**src/rtl/matmul_result_drain.sv**
```systemverilog
// matmul_result_drain: streams the N x N result matrix out of the engine's result memory in row-major order
module matmul_result_drain #(
   parameter int MATRIX_DIM = 32,
   parameter int ACC_WIDTH  = 32,
   parameter int IDX_WIDTH  = (MATRIX_DIM > 1) ? $clog2(MATRIX_DIM) : 1,
   parameter int ADDR_WIDTH = (MATRIX_DIM > 1) ? $clog2(MATRIX_DIM * MATRIX_DIM) : 1
) (
   input  logic                  clk,
   input  logic                  rst_n,
   input  logic                  start,
   output logic                  busy,
   output logic                  done,
   output logic                  rd_en,
   output logic [ADDR_WIDTH-1:0] rd_addr,
   input  logic [ACC_WIDTH-1:0]  rd_data,
   output logic                  m_valid,
   input  logic                  m_ready,
   output logic [ACC_WIDTH-1:0]  m_data,
   output logic [IDX_WIDTH-1:0]  m_row,
   output logic [IDX_WIDTH-1:0]  m_col,
   output logic                  m_last
);
   localparam logic [ADDR_WIDTH:0]  TOTAL    = (ADDR_WIDTH + 1)'(MATRIX_DIM * MATRIX_DIM);
   localparam logic [IDX_WIDTH-1:0] LAST_IDX = IDX_WIDTH'(MATRIX_DIM - 1);
   typedef enum logic [1:0] {IDLE, DRAIN, DONE} state_t;
   state_t state, state_nxt;
   logic [ADDR_WIDTH:0]  issue_cnt;
   logic                 inflight;
   logic [1:0]           cnt;
   logic [ACC_WIDTH-1:0] head, tail;
   logic [IDX_WIDTH-1:0] row, col;
   logic                 push, pop, at_last, go;
   assign go       = state == IDLE && start;
   assign push     = inflight;
   assign pop      = m_valid && m_ready;
   assign at_last  = row == LAST_IDX && col == LAST_IDX;
   assign busy     = state != IDLE;
   assign done     = state == DONE;
   assign m_valid  = cnt != 2'd0;
   assign m_data   = head;
   assign m_row    = row;
   assign m_col    = col;
   assign m_last   = m_valid && at_last;
   assign rd_addr  = issue_cnt[ADDR_WIDTH-1:0];
   // A beat leaving this cycle frees a slot, which keeps one read per clock flowing with m_ready high
   assign rd_en    = state == DRAIN && issue_cnt < TOTAL &&
                     ({1'b0, cnt} + {2'b00, inflight}) < (3'd2 + {2'b00, pop});
   // state register
   always_ff @(posedge clk or negedge rst_n) begin
      if (!rst_n) state <= IDLE;
      else        state <= state_nxt;
   end
   // next state: drain until the last beat is accepted, then one DONE cycle
   always_comb begin
      state_nxt = state;
      state_nxt = (state == IDLE)  ? (start ? DRAIN : IDLE) :
                  (state == DRAIN) ? ((pop && at_last) ? DONE : DRAIN) : IDLE;
   end
   // read issue, 2-entry output FIFO and row/col tag counter
   always_ff @(posedge clk or negedge rst_n) begin
      if (!rst_n) begin
         issue_cnt <= '0;
         inflight  <= 1'b0;
         cnt       <= 2'd0;
         head      <= '0;
         tail      <= '0;
         row       <= '0;
         col       <= '0;
      end else begin
         inflight  <= rd_en;
         issue_cnt <= go ? '0 : rd_en ? issue_cnt + (ADDR_WIDTH + 1)'(1) : issue_cnt;
         cnt       <= cnt + 2'(push) - 2'(pop);
         head      <= (pop && cnt == 2'd2) ? tail :
                      (push && (cnt == 2'd0 || (pop && cnt == 2'd1))) ? rd_data : head;
         tail      <= (push && (cnt == 2'd2 || (!pop && cnt == 2'd1))) ? rd_data : tail;
         col       <= go ? '0 : pop ? ((col == LAST_IDX) ? '0 : col + IDX_WIDTH'(1)) : col;
         row       <= go ? '0 : (pop && col == LAST_IDX) ? ((row == LAST_IDX) ? '0 : row + IDX_WIDTH'(1)) : row;
      end
   end
endmodule

```
**config.mk**
```make
export PLATFORM = sky130hd
export DESIGN_NAME = matmul_result_drain
export DESIGN_NICKNAME = d
export VERILOG_FILES = /design/src/rtl/matmul_result_drain.sv
export SDC_FILE = /design/constraint.sdc
export NUM_CORES = 1
export LEC_CHECK = 0
export BUFFER_PORTS_ARGS = -buffer_cell sky130_fd_sc_hd__buf_4
export CAP_MARGIN = 20
export CORE_ASPECT_RATIO = 2
export CORE_UTILIZATION = 35
export DETAILED_ROUTE_END_ITERATION = 6
export GPL_ROUTABILITY_DRIVEN = 0
export GPL_TIMING_DRIVEN = 0
export HOLD_SLACK_MARGIN = 0.05
export PLACE_DENSITY = 0.6
export SETUP_SLACK_MARGIN = 0.15
export SYNTH_ARGS = -nofsm -noshare
export SYNTH_HDL_FRONTEND = slang
export SYNTH_SLANG_ARGS = --single-unit
```
**constraint.sdc**
```tcl
create_clock -name clk -period 1.9 [get_ports clk]
set_input_delay 0.285 -clock clk [delete_from_list [all_inputs] [get_ports clk]]
set_output_delay 0.285 -clock clk [all_outputs]
set_load 0.005 [all_outputs]
```
Word-level counts from Yosys, hierarchy flattened. Index checks and enable logic that the tools add are counted.

Add/subtract/negate cells: 7. Reductions and logical operators: 24. Eq/ne operators: 6. $lt $le $gt $ge: 2. Multiplexer cells: 14.

Operators with widths (number): 32-bit 2-to-1 mux (2); 5-bit 2-to-1 mux (6); 11-bit 2-to-1 mux (2); 1-bit logical AND (13); 2-bit nonzero test (6); 11-bit by 1-bit adder with 11-bit output (second input constant) (1); 11-bit less-than comparator (second input constant) (1); 5-bit by 1-bit adder with 5-bit output (second input constant) (2); 5-bit == test (second input constant) (2); 2-bit 2-to-1 mux (3); 2-bit by 1-bit == test with 1-bit output (second input constant) (2); 2-bit == test (second input constant) (2); 2-bit zero test (2); 2-bit by 1-bit adder with 3-bit output (1); 2-bit by 1-bit adder with 3-bit output (first input constant) (1); 3-bit less-than comparator (1); 2-bit by 1-bit adder with 2-bit output (1); 1-bit logical OR (2); 2-bit by 1-bit subtractor with 2-bit output (1); 1-bit zero test (1); 1-bit 2-to-1 mux (1).

Output and inout bits: 57. Input bits: 36. Bits in registers: 90.

Logic depth before layout (Yosys ltp).
Depth after elaboration: 7. Gate-level depth with buffers: 8.

Least setup slack after synthesis. Ideal clock, no wire load.

Kind: reg2reg. Start point: register cnt[0]. End point: register issue_cnt[7]. Arrival time: 1.840 ns. Path buffers: 0. Stages on the path, launching flop included: 7. Slack: -0.018 ns. Path through: dfrtp_1 ha_1 ha_1 nor4b_4 nand3_4 or4_1 a21oi_1.

Longest elaborated chain between the ends: 6.

RTL lines: from (decl) (RTL line 29) `logic [1:0] cnt;`; from (signal assigned) (RTL line 72) `cnt <= cnt + 2'(push) - 2'(pop);`; 2-bit nonzero test (RTL line 39) `assign m_valid = cnt != 2'd0;`; 1-bit logical AND (RTL line 35) `assign pop = m_valid && m_ready;`; 2-bit by 1-bit adder with 3-bit output (RTL line 47) `({1'b0, cnt} + {2'b00, inflight}) < (3'd2 + {2'b00, pop});`; 3-bit less-than comparator * (RTL line 47); 1-bit logical AND * (RTL line 46) `assign rd_en = state == DRAIN && issue_cnt < TOTAL &&`; 2-bit nonzero test (no line) *; to (signal assigned) (RTL line 71) `issue_cnt <= go ? '0 : rd_en ? issue_cnt + (ADDR_WIDTH + 1)'(1) : issue_cnt;`; to (decl) (RTL line 27) `logic [ADDR_WIDTH:0] issue_cnt;`.

Every way passes the cells marked *; elsewhere a longest branch is shown, timed or not. A chain may end at the register's enable or synchronous reset.

Final worst setup path.
Start point: register cnt[0]. End point: register issue_cnt[9].

Same word-level chain as after synthesis.

==> impl_metrics.yaml <==
status:
  status: "finished, violations left"
  violations: "negative setup slack"
synth:
  yosys_warnings: 0
  syn_inst: 366
  synth_top_flop_cell: "dfrtp_1"
  avgSynthCellArea_um2: 11.3
  synth-edff-count: 0
  synth_commonest_cells: "dfrtp_1 (90), a21oi_1 (49), nor2_1 (39)"
  ys_async_sr_fraction_pct: 100
  yosysUniqueCellTypes: 41
  synth.most_common_cell: "dfrtp_1"
  yosysTopAreaCell: "dfrtp_1"
  synth.area.top_cells: "dfrtp_1 (55%), mux2i_1 (8.2%), mux2_2 (8.2%), a21oi_1 (5.9%), nor2_1 (3.5%)"
  synth_nets: 411
  synth_area_um2: 4130
  ys_seq_area_share_pct: 54.5
  ys_ff_latch: 90
  synth_top_area_share_pct: 54.5
layout:
  diodes: 0
  syn2layout_area_growth_pct: 41.3
  stdcell_area_um2: 5840
  fin_cells: 644
  nFillCells: 1061
  multiInputGateArea_um2: 1920
  layout.nets: 543
  final_util_pct: 51.1
  layout-drive-gt1-share_pct: 45.4
  seq_area_um2: 2260
worst_setup_path:
  startpoint_type: "flop"
  required_ns: 2.16
  critPathArrivalTime_ns: 2.23
  end_kind: "flop"
  crit_slowest_cell: "dfrtp_2"
  path_buf_inv: 1
  cp_max_fo: 7
  critPathTopFamily: "simple AND/OR/NAND/NOR gates"
  cpPeakStageDelay_ns: 0.45
  crit_chain: "ha_4 > ha_4 > nor4b_4 > buf_4 > nand3_4 > or4_4 > a21oi_2"
  path_common_cell: "ha_4"
  critical_path_class: "flop to flop"
grt:
  grt_use_total_pct: 16.4
  grt_max_degree: 49
  first_global_vias: 3198
  grt_pass1_wl_mm: 15.6
  antenna_found_initial: 0
  grt_overflow_total: 0
cts:
  cts_sinks: 90
  cts_tree: "yes"
  numCtsBuffers: 9
  clk_pin_slew_worst_paths_ns: 0.06
  insertion_delay_ns: 0.33
  root_buffer: "clkbuf_16"
  cts_buffer_depth: 2
  htreeDepth: 3
timing:
  slew-limit-headroom_pct: 57.3
  clock_skew_ns: 0.00407
  hold_viol: 0
  setup_viol: 6
  layout_setup_ws_ns: -0.0675
  worstMarginPinSlew_ns: 0.641
  finalMaxSlewViolations: 0
  period_needed_ns: 1.97
  rsz0062_at_grt: "yes"
  fin_hold_ws_ns: 0.178
  fin_crit_sh_pct: 104
  setup-tns-final_ns: -0.324
  timing.fmax_mhz: 508
route:
  routed_wl_mm: 9.80
  routedWlPerCell_um: 15.2
  drt-pass1-iter-count: 4
  vias_per_cell: 4.96
  vias: 3194
  ant_nets: 0
  drt_iter0_markers: 77
  drcViolationCount: 0
placed_design:
  placed_area_um2: 5060
  io_buffers: 92
  place_ws_ns: -0.306
  dp.cells: 601
  dp_hpwl_mm: 7.00
floorplan:
  core_area_um2: 11400
  die_w_um: 78.8
  row_count: 55
  initial_core_util_pct: 36.2
  dieArea_um2: 12300
  dieHeight_um: 156
  ios: 93
pwr:
  p_leak_nw: 2.76
  cellPowerDensity_nw_per_um2: 1670
  ir_drop_mv: 0.926
  report.power.total_mw: 9.74
job:
  maxCapViolCount: 0
worst_hold_path:
  hp-class: "input pin to flop"
==> cell type report <==
cell class	count	share of cell area, %
clock inverter	4	0.879
inverter	7	0.557
multi-input combinational	241	32.8
sequential	90	38.7
clock buffer	11	4.33
buffer	28	3.37
timing repair buffer	121	16.3
tap	142	3.04
==> final timing paths <==
check                      startpoint            to  slack (ns)  cells after the start
min in group asynchronous       rst_n  issue_cnt[7]        0.52                      2
max in group asynchronous       rst_n      tail[29]        0.74                      3
min                        rd_data[5]       tail[5]        0.18                      2
max reg2reg                    cnt[0]  issue_cnt[9]       -0.07                      7
min reg2reg                   tail[5]       tail[5]        0.50                      1
max                            cnt[0]  issue_cnt[9]       -0.07                      7
==> cell usage in the layout, fill, tap and decap left out, types with 2 or more instances in the layout <==
cell type / n
buf_6: 6
o31ai_1: 3
o21ai_1: 2
dfrtp_1: 87
or3_1: 3
clkbuf_1: 3
o41ai_1: 2
nor2b_1: 2
clkinvlp_4: 2
or4_1: 4
mux2i_1: 34
mux2_1: 2
nor2_1: 39
clkbuf_2: 6
nand3b_1: 2
inv_1: 4
nor4b_4: 2
dfrtp_2: 3
clkbuf_16: 9
o21ai_0: 3
mux2_2: 30
nand2_2: 4
nand3_1: 6
clkbuf_8: 2
ha_4: 7
buf_8: 2
nand2_1: 14
a21oi_2: 3
or2_0: 2
a21oi_1: 46
buf_4: 129
and3_1: 2
==> what timing repair did <==
action                     in CTS  in global routing
gates cloned                    0                  0
resized for setup              42                 30
hold buffers                    1                  0
setup buffers                  23                  4
setup endpoints to repair      80                 44
hold endpoints to repair       47                  0
pin swaps                      15                 16
==> layer usage <==
metal | vias to the layer above | global-route usage [%] | wire, µm
li1 | 1547 | - | -
met1 | 1566 | 17.5 | 3750
met2 | 71 | 31.1 | 5520
met3 | 10 | 3.33 | 389
met4 | 0 | 5.71 | 136
met5 | - | 0 | 0
==> report_power, final <==
part	switching (mW)	internal, mW	total, mW
combinational	1.91	2.55	4.46
sequential	0.630	2.85	3.48
clock	0.714	1.08	1.80
==> registers in the layout, summed over array words and instances (netlist names) <==
register / cells
m_data: 32
tail: 32
issue_cnt: 11
m_col: 5
m_row: 5
cnt: 2
state: 2
inflight: 1
==> logic make-up (layout without fill, tap and decap cells) <==
group,after synthesis,in the layout,synth area share (%)
AO/OA/AOI/OAI,69,69,9.27
XOR/XNOR,2,2,0.424
adder cells (fa/ha/maj),9,9,2.73
buffers and inverters,35,171,4.27
flip-flops,90,90,54.5
multiplexers,66,66,17.0
AND/OR/NAND/NOR,95,95,11.8
Note: power is estimated with default switching activity, not from simulation.
